**src/rtl/mem_port_arbiter_if.sv**
```systemverilog
// mem_port_arbiter_if: IF/LSU requester and memory-side signals of the shared memory port.
interface mem_port_arbiter_if;
  logic        if_req_i;
  logic [31:0] if_addr_i;
  logic        if_gnt_o;
  logic        if_rvalid_o;
  logic [31:0] if_rdata_o;
  logic        ls_req_i;
  logic        ls_we_i;
  logic [31:0] ls_addr_i;
  logic [31:0] ls_wdata_i;
  logic [3:0]  ls_be_i;
  logic        ls_gnt_o;
  logic        ls_rvalid_o;
  logic [31:0] ls_rdata_o;
  logic        mem_req_o;
  logic        mem_we_o;
  logic [31:0] mem_addr_o;
  logic [31:0] mem_wdata_o;
  logic [3:0]  mem_be_o;
  logic [31:0] mem_rdata_i;
  modport slave (
    input  if_req_i, if_addr_i, ls_req_i, ls_we_i, ls_addr_i, ls_wdata_i, ls_be_i, mem_rdata_i,
    output if_gnt_o, if_rvalid_o, if_rdata_o, ls_gnt_o, ls_rvalid_o, ls_rdata_o,
           mem_req_o, mem_we_o, mem_addr_o, mem_wdata_o, mem_be_o
  );
  modport master (
    output if_req_i, if_addr_i, ls_req_i, ls_we_i, ls_addr_i, ls_wdata_i, ls_be_i, mem_rdata_i,
    input  if_gnt_o, if_rvalid_o, if_rdata_o, ls_gnt_o, ls_rvalid_o, ls_rdata_o,
           mem_req_o, mem_we_o, mem_addr_o, mem_wdata_o, mem_be_o
  );
endinterface

```
**src/rtl/mem_port_arbiter.sv**
```systemverilog
// mem_port_arbiter: serialises IF and LSU accesses onto one single-ported memory, LSU first.
// Optional IF starvation guard enabled by defining ARB_STARVE_GUARD_EN.
module mem_port_arbiter #(
  parameter int WAIT_CYCLES = 2,
  parameter int STARVE_MAX  = 4
) (
  input logic clk_i,
  input logic rst_ni,
  mem_port_arbiter_if.slave bus
);
  typedef enum logic [1:0] {IDLE, BUSY, RESP} state_t;
  state_t      state;
  logic        owner_ls, we_r;
  logic [31:0] addr_r, wdata_r, cap_r;
  logic [3:0]  be_r, cnt;
  logic        busy, resp, window, ls_win, gnt;
  assign busy   = state == BUSY;
  assign resp   = state == RESP;
  // gating with rst_ni keeps the combinational grants at 0 while reset is held
  assign window = rst_ni && !busy;
`ifdef ARB_STARVE_GUARD_EN
  logic [3:0] starve;
  assign ls_win = bus.ls_req_i && !(bus.if_req_i && starve == 4'(STARVE_MAX));
  always_ff @(posedge clk_i or negedge rst_ni)
    if (!rst_ni) starve <= '0;
    else if (bus.ls_gnt_o) starve <= bus.if_req_i ? starve + 4'd1 : 4'd0;
    else if (bus.if_gnt_o) starve <= '0;
`else
  assign ls_win = bus.ls_req_i;
`endif
  assign bus.ls_gnt_o    = window && ls_win;
  assign bus.if_gnt_o    = window && bus.if_req_i && !ls_win;
  assign gnt             = bus.ls_gnt_o || bus.if_gnt_o;
  assign bus.mem_req_o   = busy;
  assign bus.mem_we_o    = busy && we_r;
  assign bus.mem_addr_o  = busy ? addr_r : '0;
  assign bus.mem_wdata_o = busy ? wdata_r : '0;
  assign bus.mem_be_o    = busy ? be_r : '0;
  assign bus.ls_rvalid_o = resp && owner_ls;
  assign bus.if_rvalid_o = resp && !owner_ls;
  assign bus.ls_rdata_o  = bus.ls_rvalid_o ? cap_r : '0;
  assign bus.if_rdata_o  = bus.if_rvalid_o ? cap_r : '0;
  always_ff @(posedge clk_i or negedge rst_ni)
    if (!rst_ni) begin
      state    <= IDLE;
      owner_ls <= 1'b0;
      we_r     <= 1'b0;
      addr_r   <= '0;
      wdata_r  <= '0;
      be_r     <= '0;
      cnt      <= '0;
      cap_r    <= '0;
    end else if (gnt) begin
      state    <= BUSY;
      owner_ls <= bus.ls_gnt_o;
      we_r     <= bus.ls_gnt_o && bus.ls_we_i;
      addr_r   <= bus.ls_gnt_o ? bus.ls_addr_i : bus.if_addr_i;
      wdata_r  <= bus.ls_gnt_o ? bus.ls_wdata_i : '0;
      be_r     <= bus.ls_gnt_o ? bus.ls_be_i : 4'hF;
      cnt      <= 4'(WAIT_CYCLES - 1);
    end else if (busy) begin
      state <= cnt == '0 ? RESP : BUSY;
      cnt   <= cnt == '0 ? cnt : cnt - 4'd1;
      cap_r <= cnt == '0 ? (we_r ? '0 : bus.mem_rdata_i) : cap_r;
    end else
      state <= IDLE;
  assert property (@(posedge clk_i) WAIT_CYCLES inside {[1:15]} && STARVE_MAX inside {[1:15]});
endmodule
```
**src/flat_wrapper.sv**
```systemverilog
// flat-port wrapper written by rule: the top's interface ports become plain ports
module mem_port_arbiter_flat 
#(
  parameter int WAIT_CYCLES = 2,
  parameter int STARVE_MAX  = 4
)
  (clk_i, rst_ni, bus_if_req_i, bus_if_addr_i, bus_ls_req_i, bus_ls_we_i, bus_ls_addr_i, bus_ls_wdata_i, bus_ls_be_i, bus_mem_rdata_i, bus_if_gnt_o, bus_if_rvalid_o, bus_if_rdata_o, bus_ls_gnt_o, bus_ls_rvalid_o, bus_ls_rdata_o, bus_mem_req_o, bus_mem_we_o, bus_mem_addr_o, bus_mem_wdata_o, bus_mem_be_o);
  mem_port_arbiter_if bus_i ();
  input logic clk_i;
  input logic rst_ni;
  input wire logic [$bits(bus_i.if_req_i)-1:0] bus_if_req_i;
  input wire logic [$bits(bus_i.if_addr_i)-1:0] bus_if_addr_i;
  input wire logic [$bits(bus_i.ls_req_i)-1:0] bus_ls_req_i;
  input wire logic [$bits(bus_i.ls_we_i)-1:0] bus_ls_we_i;
  input wire logic [$bits(bus_i.ls_addr_i)-1:0] bus_ls_addr_i;
  input wire logic [$bits(bus_i.ls_wdata_i)-1:0] bus_ls_wdata_i;
  input wire logic [$bits(bus_i.ls_be_i)-1:0] bus_ls_be_i;
  input wire logic [$bits(bus_i.mem_rdata_i)-1:0] bus_mem_rdata_i;
  output wire logic [$bits(bus_i.if_gnt_o)-1:0] bus_if_gnt_o;
  output wire logic [$bits(bus_i.if_rvalid_o)-1:0] bus_if_rvalid_o;
  output wire logic [$bits(bus_i.if_rdata_o)-1:0] bus_if_rdata_o;
  output wire logic [$bits(bus_i.ls_gnt_o)-1:0] bus_ls_gnt_o;
  output wire logic [$bits(bus_i.ls_rvalid_o)-1:0] bus_ls_rvalid_o;
  output wire logic [$bits(bus_i.ls_rdata_o)-1:0] bus_ls_rdata_o;
  output wire logic [$bits(bus_i.mem_req_o)-1:0] bus_mem_req_o;
  output wire logic [$bits(bus_i.mem_we_o)-1:0] bus_mem_we_o;
  output wire logic [$bits(bus_i.mem_addr_o)-1:0] bus_mem_addr_o;
  output wire logic [$bits(bus_i.mem_wdata_o)-1:0] bus_mem_wdata_o;
  output wire logic [$bits(bus_i.mem_be_o)-1:0] bus_mem_be_o;
  assign bus_i.if_req_i = bus_if_req_i;
  assign bus_i.if_addr_i = bus_if_addr_i;
  assign bus_i.ls_req_i = bus_ls_req_i;
  assign bus_i.ls_we_i = bus_ls_we_i;
  assign bus_i.ls_addr_i = bus_ls_addr_i;
  assign bus_i.ls_wdata_i = bus_ls_wdata_i;
  assign bus_i.ls_be_i = bus_ls_be_i;
  assign bus_i.mem_rdata_i = bus_mem_rdata_i;
  assign bus_if_gnt_o = bus_i.if_gnt_o;
  assign bus_if_rvalid_o = bus_i.if_rvalid_o;
  assign bus_if_rdata_o = bus_i.if_rdata_o;
  assign bus_ls_gnt_o = bus_i.ls_gnt_o;
  assign bus_ls_rvalid_o = bus_i.ls_rvalid_o;
  assign bus_ls_rdata_o = bus_i.ls_rdata_o;
  assign bus_mem_req_o = bus_i.mem_req_o;
  assign bus_mem_we_o = bus_i.mem_we_o;
  assign bus_mem_addr_o = bus_i.mem_addr_o;
  assign bus_mem_wdata_o = bus_i.mem_wdata_o;
  assign bus_mem_be_o = bus_i.mem_be_o;
  mem_port_arbiter #(.WAIT_CYCLES(WAIT_CYCLES), .STARVE_MAX(STARVE_MAX)) u_core (.clk_i(clk_i), .rst_ni(rst_ni), .bus(bus_i));
endmodule
```
**config.mk**
```make
export PLATFORM = sky130hd
export DESIGN_NAME = mem_port_arbiter_flat
export DESIGN_NICKNAME = d
export VERILOG_FILES = /design/src/rtl/mem_port_arbiter_if.sv /design/src/rtl/mem_port_arbiter.sv /design/src/flat_wrapper.sv
export SDC_FILE = /design/constraint.sdc
export NUM_CORES = 1
export LEC_CHECK = 0
export BUFFER_PORTS_ARGS = -buffer_cell sky130_fd_sc_hd__buf_2
export CAP_MARGIN = 40
export CELL_PAD_IN_SITES_DETAIL_PLACEMENT = 1
export CELL_PAD_IN_SITES_GLOBAL_PLACEMENT = 1
export CORE_ASPECT_RATIO = 0.75
export CORE_MARGIN = 10
export CORE_UTILIZATION = 37
export CTS_CLUSTER_DIAMETER = 40
export DETAILED_ROUTE_END_ITERATION = 7
export GPL_TIMING_DRIVEN = 1
export PLACE_DENSITY = 0.83
export SLEW_MARGIN = 5
export SYNTH_ARGS = -nofsm -noshare
export SYNTH_HDL_FRONTEND = slang
export SYNTH_SLANG_ARGS = --single-unit
```
**constraint.sdc**
```tcl
create_clock -name clk_i -period 4.1 [get_ports clk_i]
set_clock_uncertainty 0.2 [all_clocks]
set_input_delay 0.82 -clock clk_i [delete_from_list [all_inputs] [get_ports clk_i]]
set_output_delay 0.82 -clock clk_i [all_outputs]
set_load 0.005 [all_outputs]
```
==> results of run 1 <==
-- state kept, by name (all words and copies together), names as in the netlist --
| register | cells |
|---|---|
| u_core.addr_r | 32 |
| u_core.be_r | 4 |
| u_core.cap_r | 32 |
| u_core.cnt | 4 |
| u_core.owner_ls | 1 |
| u_core.state | 2 |
| u_core.wdata_r | 32 |
| u_core.we_r | 1 |
-- cells in the mapped netlist, drive strengths merged --
| library cell | count |
|---|---|
| a311oi | 1 |
| and3b | 30 |
| nor3b | 1 |
| a221o | 4 |
| o21ai | 3 |
| ha | 1 |
| nand3 | 3 |
| a22o | 33 |
| nand2 | 5 |
| or2 | 1 |
| a21oi | 32 |
| clkbuf | 30 |
| nand2b | 4 |
| buf | 17 |
| and2 | 130 |
| nor2 | 5 |
| mux2 | 32 |
| nor2b | 32 |
| nor3 | 2 |
| o32ai | 3 |
| a32o | 1 |
| inv | 9 |
| o22a | 4 |
| dfrtp | 108 |
| or3b | 1 |
| and3 | 2 |
| o41ai | 1 |
| o2bb2ai | 28 |
| or4 | 1 |
| nand4b | 1 |
-- logic make-up (layout without fill, tap and decap cells) --
kind of cell / count (synthesis) / after routing / share of synthesized area
fa+ha+maj: 1 / 1 / 0.00220
simple gates: 218 / 218 / 0.249
buf+inv: 56 / 309 / 0.0446
flops: 108 / 108 / 0.475
mux: 32 / 32 / 0.0824
compound gates: 110 / 110 / 0.147
-- path summary, 6_finish.rpt --
| kind | cells past startpoint | slack [ns] | to |
|---|---|---|---|
| setup / recovery | 5 | 1.06 | bus_mem_addr_o[31] |
| setup reg to reg | 5 | 1.74 | u_core.cap_r[26] |
| hold / removal | 1 | 0.13 | u_core.addr_r[28] |
| max in group asynchronous | 3 | 2.00 | u_core.wdata_r[6] |
| min in group clk_i | 1 | 0.29 | u_core.addr_r[25] |
| hold reg to reg | 1 | 0.29 | u_core.addr_r[25] |
-- through the flow --
| step | setup slack (ns) | instance area, um^2 | utilization | hold slack, ns |
|---|---|---|---|---|
| after floorplan | 1.52 | 5700 | - | 0.248 |
| after global placement | 1.19 | 7180 | 0.473 | 0.264 |
| after detailed placement | 1.23 | 7200 | 0.475 | 0.266 |
| after CTS | 1.03 | 7480 | 0.493 | 0.108 |
| after global routing | 0.933 | 7490 | 0.494 | 0.118 |
| final | 1.06 | 7490 | 0.494 | 0.126 |
-- worst register-to-register path: stages, from the launching register on --
cell and delay (ns):
dfrtp_1 0.43, inv_1 0.10, ha_1 0.23, inv_2 0.06, or4_4 0.82, mux2_4 0.42
-- metal layers --
metal / global-route usage / vias to the layer above / wire [um]
met5: 0 / - / 21
met2: 0.299 / 196 / 9220
met4: 0.0370 / 4 / 226
met3: 0.0892 / 18 / 2100
met1: 0.216 / 2425 / 8220
li1: - / 2308 / -
-- power breakdown --
group,switching (uW),internal (uW)
clock,404,415
combinational,970,1070
sequential,337,1560
total,1710,3040
-- layout make-up --
class	instances	area (um^2)	area share
Inverter	9	33.8	0.00451
Sequential cell	108	2700	0.361
Timing Repair Buffer	285	1480	0.197
Tap cell	205	256	0.0342
Multi-Input combinational cell	361	2750	0.367
Clock buffer	9	225	0.0301
Clock inverter	6	47.5	0.00635
==> flow_summary_export.csv, run 1 <==
group,metric,value,unit
routing,wl_per_cell,20.1,um
clocking,cts.clk_slew.worst_paths,0.08,ns
routing,drt_wl_total,19800,um
global_route,grt_pass1_wl,30900,um
layout,final_cell_mix,"buf_2 (273), and2_1 (130), dfrtp_1 (108), a22o_1 (33)",
setup_path,crit_type,"reg2out",
clocking,cts_root_buffer,"clkbuf_16",
layout,drive_gt1_frac,0.436,
floorplan,ios,275,
clocking,hold_buffers,0,
routing,ant_nets,0,
global_route,grt_use_total,0.184,
setup_path,required,3.08,ns
clocking,tritoncts,"yes",
run,max_cap_violations,0,
pwr,p_leak,0.00414,uW
min_path,hp-class,"in2async",
clocking,cts_setup_buffers,0,
global_route,grt_pass1_vias,5558,
global_route,grt.overflow.total,0,
floorplan,dieHeight,127,um
sta,period_minus_slack,3.04,ns
placement,dpl.cell_count,967,
layout,layout_commonest_cell,"buf_2",
clocking,numCtsBuffers,9,
logic_synthesis,syn-num-nets,663,
layout,final_cell_count_no_fill,983,
pwr,peakVddDrop,0.000269,V
pwr,power,4750,uW
layout,nFillCells,1785,
setup_path,crit_family,"buffers and inverters",
placement,place_congestion,0.813,
setup_path,worst_path_largest_cell_delay,0.38,ns
logic_synthesis,synth_seq_cells,108,
sta,tns,0,ns
setup_path,rr_startpoint,"u_core.cnt[0]",
global_route,grt_start_max_net_pins,71,
setup_path,cp_max_fo,70,
sta,max_freq,329,MHz
setup_path,cp-startpoint,"u_core.state[1]",
setup_path,critPathLaunchType,"register",
placement,io_buffers,274,
layout,syn_to_final_growth,31.5,%
sta,fin_crit_sh,0.741,
routing,first_iter_violations,171,
sta,tightest_slew,0.677,ns
logic_synthesis,seq_area_frac_synth,0.475,
logic_synthesis,synthCells,525,
logic_synthesis,synth.avg_cell_area,10.8,um^2
status,status,"finished, final reports clean",
clocking,clock_sinks,108,
setup_path,worstPathArrival,2.02,ns
clocking,cts_resized,0,
pwr,pwr_density_cell,634,nW/um^2
layout,diodes,0,
sta,rsz0062_at_grt,"false",
routing,num_vias,4951,
logic_synthesis,synth.cell_area,5700,um^2
floorplan,num_rows,39,
sta,hold_violations,0,
sta,drv_slew,0,
placement,hpwl,15100,um
sta,setup_violations,0,
floorplan,dieArea,20800,um^2
clocking,cts_buffer_depth,2,
layout,fin_nets,912,
logic_synthesis,synthTopCellsByArea,"dfrtp_1 (47%), and2_1 (14%), mux2_4 (7.6%)",
setup_path,endpoint_kind,"output port",
routing,vias_per_cell,5.04,
floorplan,die_w,163,um
logic_synthesis,ys_warn_count,0,
global_route,antenna_found_initial,2,
floorplan,core,15200,um^2
floorplan,start_util,0.375,
routing,drc_errors,0,
setup_path,crit_path_top_delay_cell,"dfrtp_1",
logic_synthesis,ys_types,34,
setup_path,path_cells,"nand2b_1, inv_2, buf_12, and2_1, buf_2",
sta,max-slew-margin-rel,0.548,
setup_path,critical_path_buf_inv_count,3,
logic_synthesis,yosysTopAreaCell,"dfrtp_1",
clocking,clock_latency,0.34,ns
logic_synthesis,synth_top_area_frac,0.475,
clocking,cts_max_level,3,
routing,first_pass_iters,4,
Power figures use the tool's default switching activity.
==> run 2, diff against run 1 <==
--- a/config.mk
+++ b/config.mk
@@ -5,17 +5,18 @@
 export SDC_FILE = /design/constraint.sdc
 export NUM_CORES = 1
 export LEC_CHECK = 0
+export ABC_AREA = 1
 export BUFFER_PORTS_ARGS = -buffer_cell sky130_fd_sc_hd__buf_2
 export CAP_MARGIN = 40
 export CELL_PAD_IN_SITES_DETAIL_PLACEMENT = 1
 export CELL_PAD_IN_SITES_GLOBAL_PLACEMENT = 1
 export CORE_ASPECT_RATIO = 0.75
 export CORE_MARGIN = 10
-export CORE_UTILIZATION = 37
+export CORE_UTILIZATION = 32
 export CTS_CLUSTER_DIAMETER = 40
 export DETAILED_ROUTE_END_ITERATION = 7
 export GPL_TIMING_DRIVEN = 1
-export PLACE_DENSITY = 0.83
+export PLACE_DENSITY = 0.78
 export SLEW_MARGIN = 5
 export SYNTH_ARGS = -nofsm -noshare
 export SYNTH_HDL_FRONTEND = slang
==> constraint.sdc (replaced) <==
create_clock -name clk_i -period 2.8 [get_ports clk_i]
set_clock_uncertainty 0.2 [all_clocks]
set_input_delay 0.56 -clock clk_i [delete_from_list [all_inputs] [get_ports clk_i]]
set_output_delay 0.56 -clock clk_i [all_outputs]
set_load 0.005 [all_outputs]
==> flow_summary_export.csv, run 2 <==
group,metric,value,unit
logic_synthesis,ys.flop_type,"dfrtp_1",
setup_path,rrSetupSlack,0.82,ns
logic_synthesis,synth-edff-count,0,
clocking,cts_root_buffer,"clkbuf_16",
floorplan,ios,275,
pwr,pwr-share-comb,0.461,
global_route,grt_pass1_wl,33500,um
logic_synthesis,synth_most_common_cell,"inv_1",
global_route,grt.overflow.total,0,
setup_path,crit_path_top_delay_cell,"dlygate4sd3_1",
min_path,hp-class,"in2reg",
logic_synthesis,seq_area_frac_synth,0.473,
sta,max-slew-margin-rel,0.591,
clocking,numCtsBuffers,9,
status,status,"finished, final reports clean",
logic_synthesis,synth.avg_cell_area,7.14,um^2
sta,hold_violations,0,
layout,final_cell_mix,"buf_2 (273), inv_1 (169), nor2_1 (143), nand2_1 (139), dfrtp_1 (108)",
setup_path,reg2reg_to,"u_core.addr_r[23]",
clocking,cts_buffer_depth,2,
sta,fin_crit_sh,0.892,
pwr,seqPwrFrac,0.365,
sta,drv_slew,0,
routing,first_iter_violations,280,
pwr,clkPwrFrac,0.174,
clocking,cts_setup_buffers,0,
logic_synthesis,yosysTopAreaCell,"dfrtp_1",
logic_synthesis,ys_warn_count,0,
layout,diodes,0,
logic_synthesis,async_reset_ff_frac,1.00,
layout,register_area,2700,um^2
setup_path,critPathLaunchType,"input port",
global_route,grt_use_total,0.173,
clocking,tritoncts,"yes",
global_route,grt_pass1_vias,6177,
floorplan,dieArea,23600,um^2
routing,drt_wl_total,20800,um
clocking,clock_latency,0.34,ns
logic_synthesis,syn-num-nets,938,
setup_path,critical_path_buf_inv_count,3,
pwr,peakVddDrop,0.000362,V
layout,multi_input_area,2080,um^2
routing,drc_errors,0,
routing,ant_nets,0,
routing,first_pass_iters,6,
min_path,worstHoldStart,"bus_ls_wdata_i[28]",
setup_path,crit_type,"in2out",
sta,tightest_slew,0.613,ns
sta,holdWs,0.218,ns
pwr,p_leak,0.00446,uW
pwr,switching_share,0.423,
logic_synthesis,synthTopCellsByArea,"dfrtp_1 (47%), inv_1 (11%), nor2_1 (9.5%)",
min_path,hold_end,"u_core.wdata_r[28]",
pwr,power,6980,uW
clocking,cts.clk_slew.worst_paths,0.08,ns
sta,period_minus_slack,2.50,ns
placement,io_buffers,274,
layout,fin_nets,1187,
logic_synthesis,synth.cell_area,5710,um^2
logic_synthesis,synth_seq_cells,108,
layout,layout_commonest_cell,"buf_2",
layout,reg_top3,"u_core.addr_r (32), u_core.cap_r (32), u_core.wdata_r (32)",
setup_path,rr_startpoint,"u_core.state[1]",
sta,setup_violations,0,
pwr,intPower,4030,uW
logic_synthesis,ys_types,20,
sta,max_freq,400,MHz
floorplan,num_rows,42,
routing,num_vias,5805,
global_route,grt_start_max_net_pins,64,
global_route,antenna_found_initial,1,
sta,rsz0062_at_grt,"false",
floorplan,die_w,174,um
placement,hpwl,15900,um
floorplan,dieHeight,136,um
setup_path,required,2.04,ns
setup_path,path_cells,"dlygate4sd3_1, buf_6, nand3_1, nor2_1, buf_2",
pwr,pwr_density_cell,924,nW/um^2
placement,place_congestion,0.802,
floorplan,start_util,0.324,
pwr,switchingPower,2960,uW
setup_path,worstPathArrival,1.74,ns
setup_path,crit_family,"buffers and inverters",
layout,syn_to_final_growth,32.4,%
setup_path,worst_path_largest_cell_delay,0.56,ns
setup_path,cp_max_fo,19,
routing,vias_per_cell,4.48,
routing,wl_per_cell,16.0,um
setup_path,ff2ff_path_depth,7,
logic_synthesis,synth_common_cells,"inv_1 (169), nor2_1 (144), nand2_1 (139)",
sta,tns,0,ns
layout,nFillCells,2336,
logic_synthesis,synth_top_area_frac,0.473,
logic_synthesis,synthCells,800,
clocking,cts_resized,0,
layout,drive_gt1_frac,0.307,
min_path,hold_depth,3,
setup_path,endpoint_kind,"output port",
floorplan,core,17600,um^2
run,max_cap_violations,0,
clocking,clock_sinks,108,
clocking,cts_max_level,3,
setup_path,cp.depth,5,
[run 2: cell families after synthesis]
| kind of cell | after synthesis | synth area share |
|---|---|---|
| DFF | 108 | 0.473 |
| adders and majority gates | 1 | 0.00219 |
| and+or+nand+nor | 389 | 0.286 |
| buffers and inverters | 229 | 0.165 |
| AOI/OAI and AO/OA | 73 | 0.0734 |
[run 2: worst max path at each step]
stage                     from            endpoint  slack (ns)
2_1_floorplan           rst_ni        bus_if_gnt_o        0.82
3_3_place_gp   u_core.state[0]   bus_mem_addr_o[8]        0.67
3_5_place_dp   u_core.state[0]  bus_mem_addr_o[12]        0.64
4_1_cts        u_core.state[0]  bus_mem_addr_o[12]        0.25
5_1_grt        u_core.state[0]  bus_mem_addr_o[12]        0.14
6_report                rst_ni        bus_if_gnt_o        0.30
[run 2: power by group through the flow]
stage | logic, uW | registers (uW) | clock network [uW]
global route | 3710 | 2630 | 1340
global placement | 3190 | 2540 | 0
CTS | 3290 | 2550 | 1270
detailed placement | 3280 | 2580 | 0
finish | 3220 | 2550 | 1210
floorplan | 2060 | 2490 | 0
[run 2: final cells by class]
cell class / instances / area share
inverters: 176 / 0.0874
flip-flops and latches: 108 / 0.357
clock buffers: 11 / 0.0308
multi-input cells: 463 / 0.276
clock inverters: 5 / 0.00579
well taps: 242 / 0.0401
repair buffers: 291 / 0.203
[run 2: stage by stage]
| stage | area, um^2 | std cells | util | setup WS [ns] |
|---|---|---|---|---|
| final | 7560 | 1296 | 0.429 | 0.302 |
| after CTS | 7560 | 1296 | 0.429 | 0.253 |
| after floorplan | 5710 | 800 | - | 0.819 |
| after detailed placement | 7270 | 1279 | 0.413 | 0.636 |
| after global routing | 7560 | 1296 | 0.429 | 0.141 |
| after global placement | 7270 | 1279 | 0.413 | 0.674 |
[run 2: worst reg2reg max path: cells and delay by family (launching register included)]
kind                   cells  cell delay (ns)
buffers and inverters      2             0.49
AND/OR/NAND/NOR            5             0.81
flip-flops                 1             0.37
[run 2: layer usage]
metal,global-route usage,vias up,wire [um]
met4,0.0374,2,210
li1,-,2895,-
met3,0.0721,21,1900
met2,0.273,187,9250
met1,0.217,2700,9410
met5,0,-,13
[run 2: what timing repair did]
item	in CTS	in global routing
setup endpoints to repair	0	0
hold buffers	1	0
hold endpoints to repair	8	0
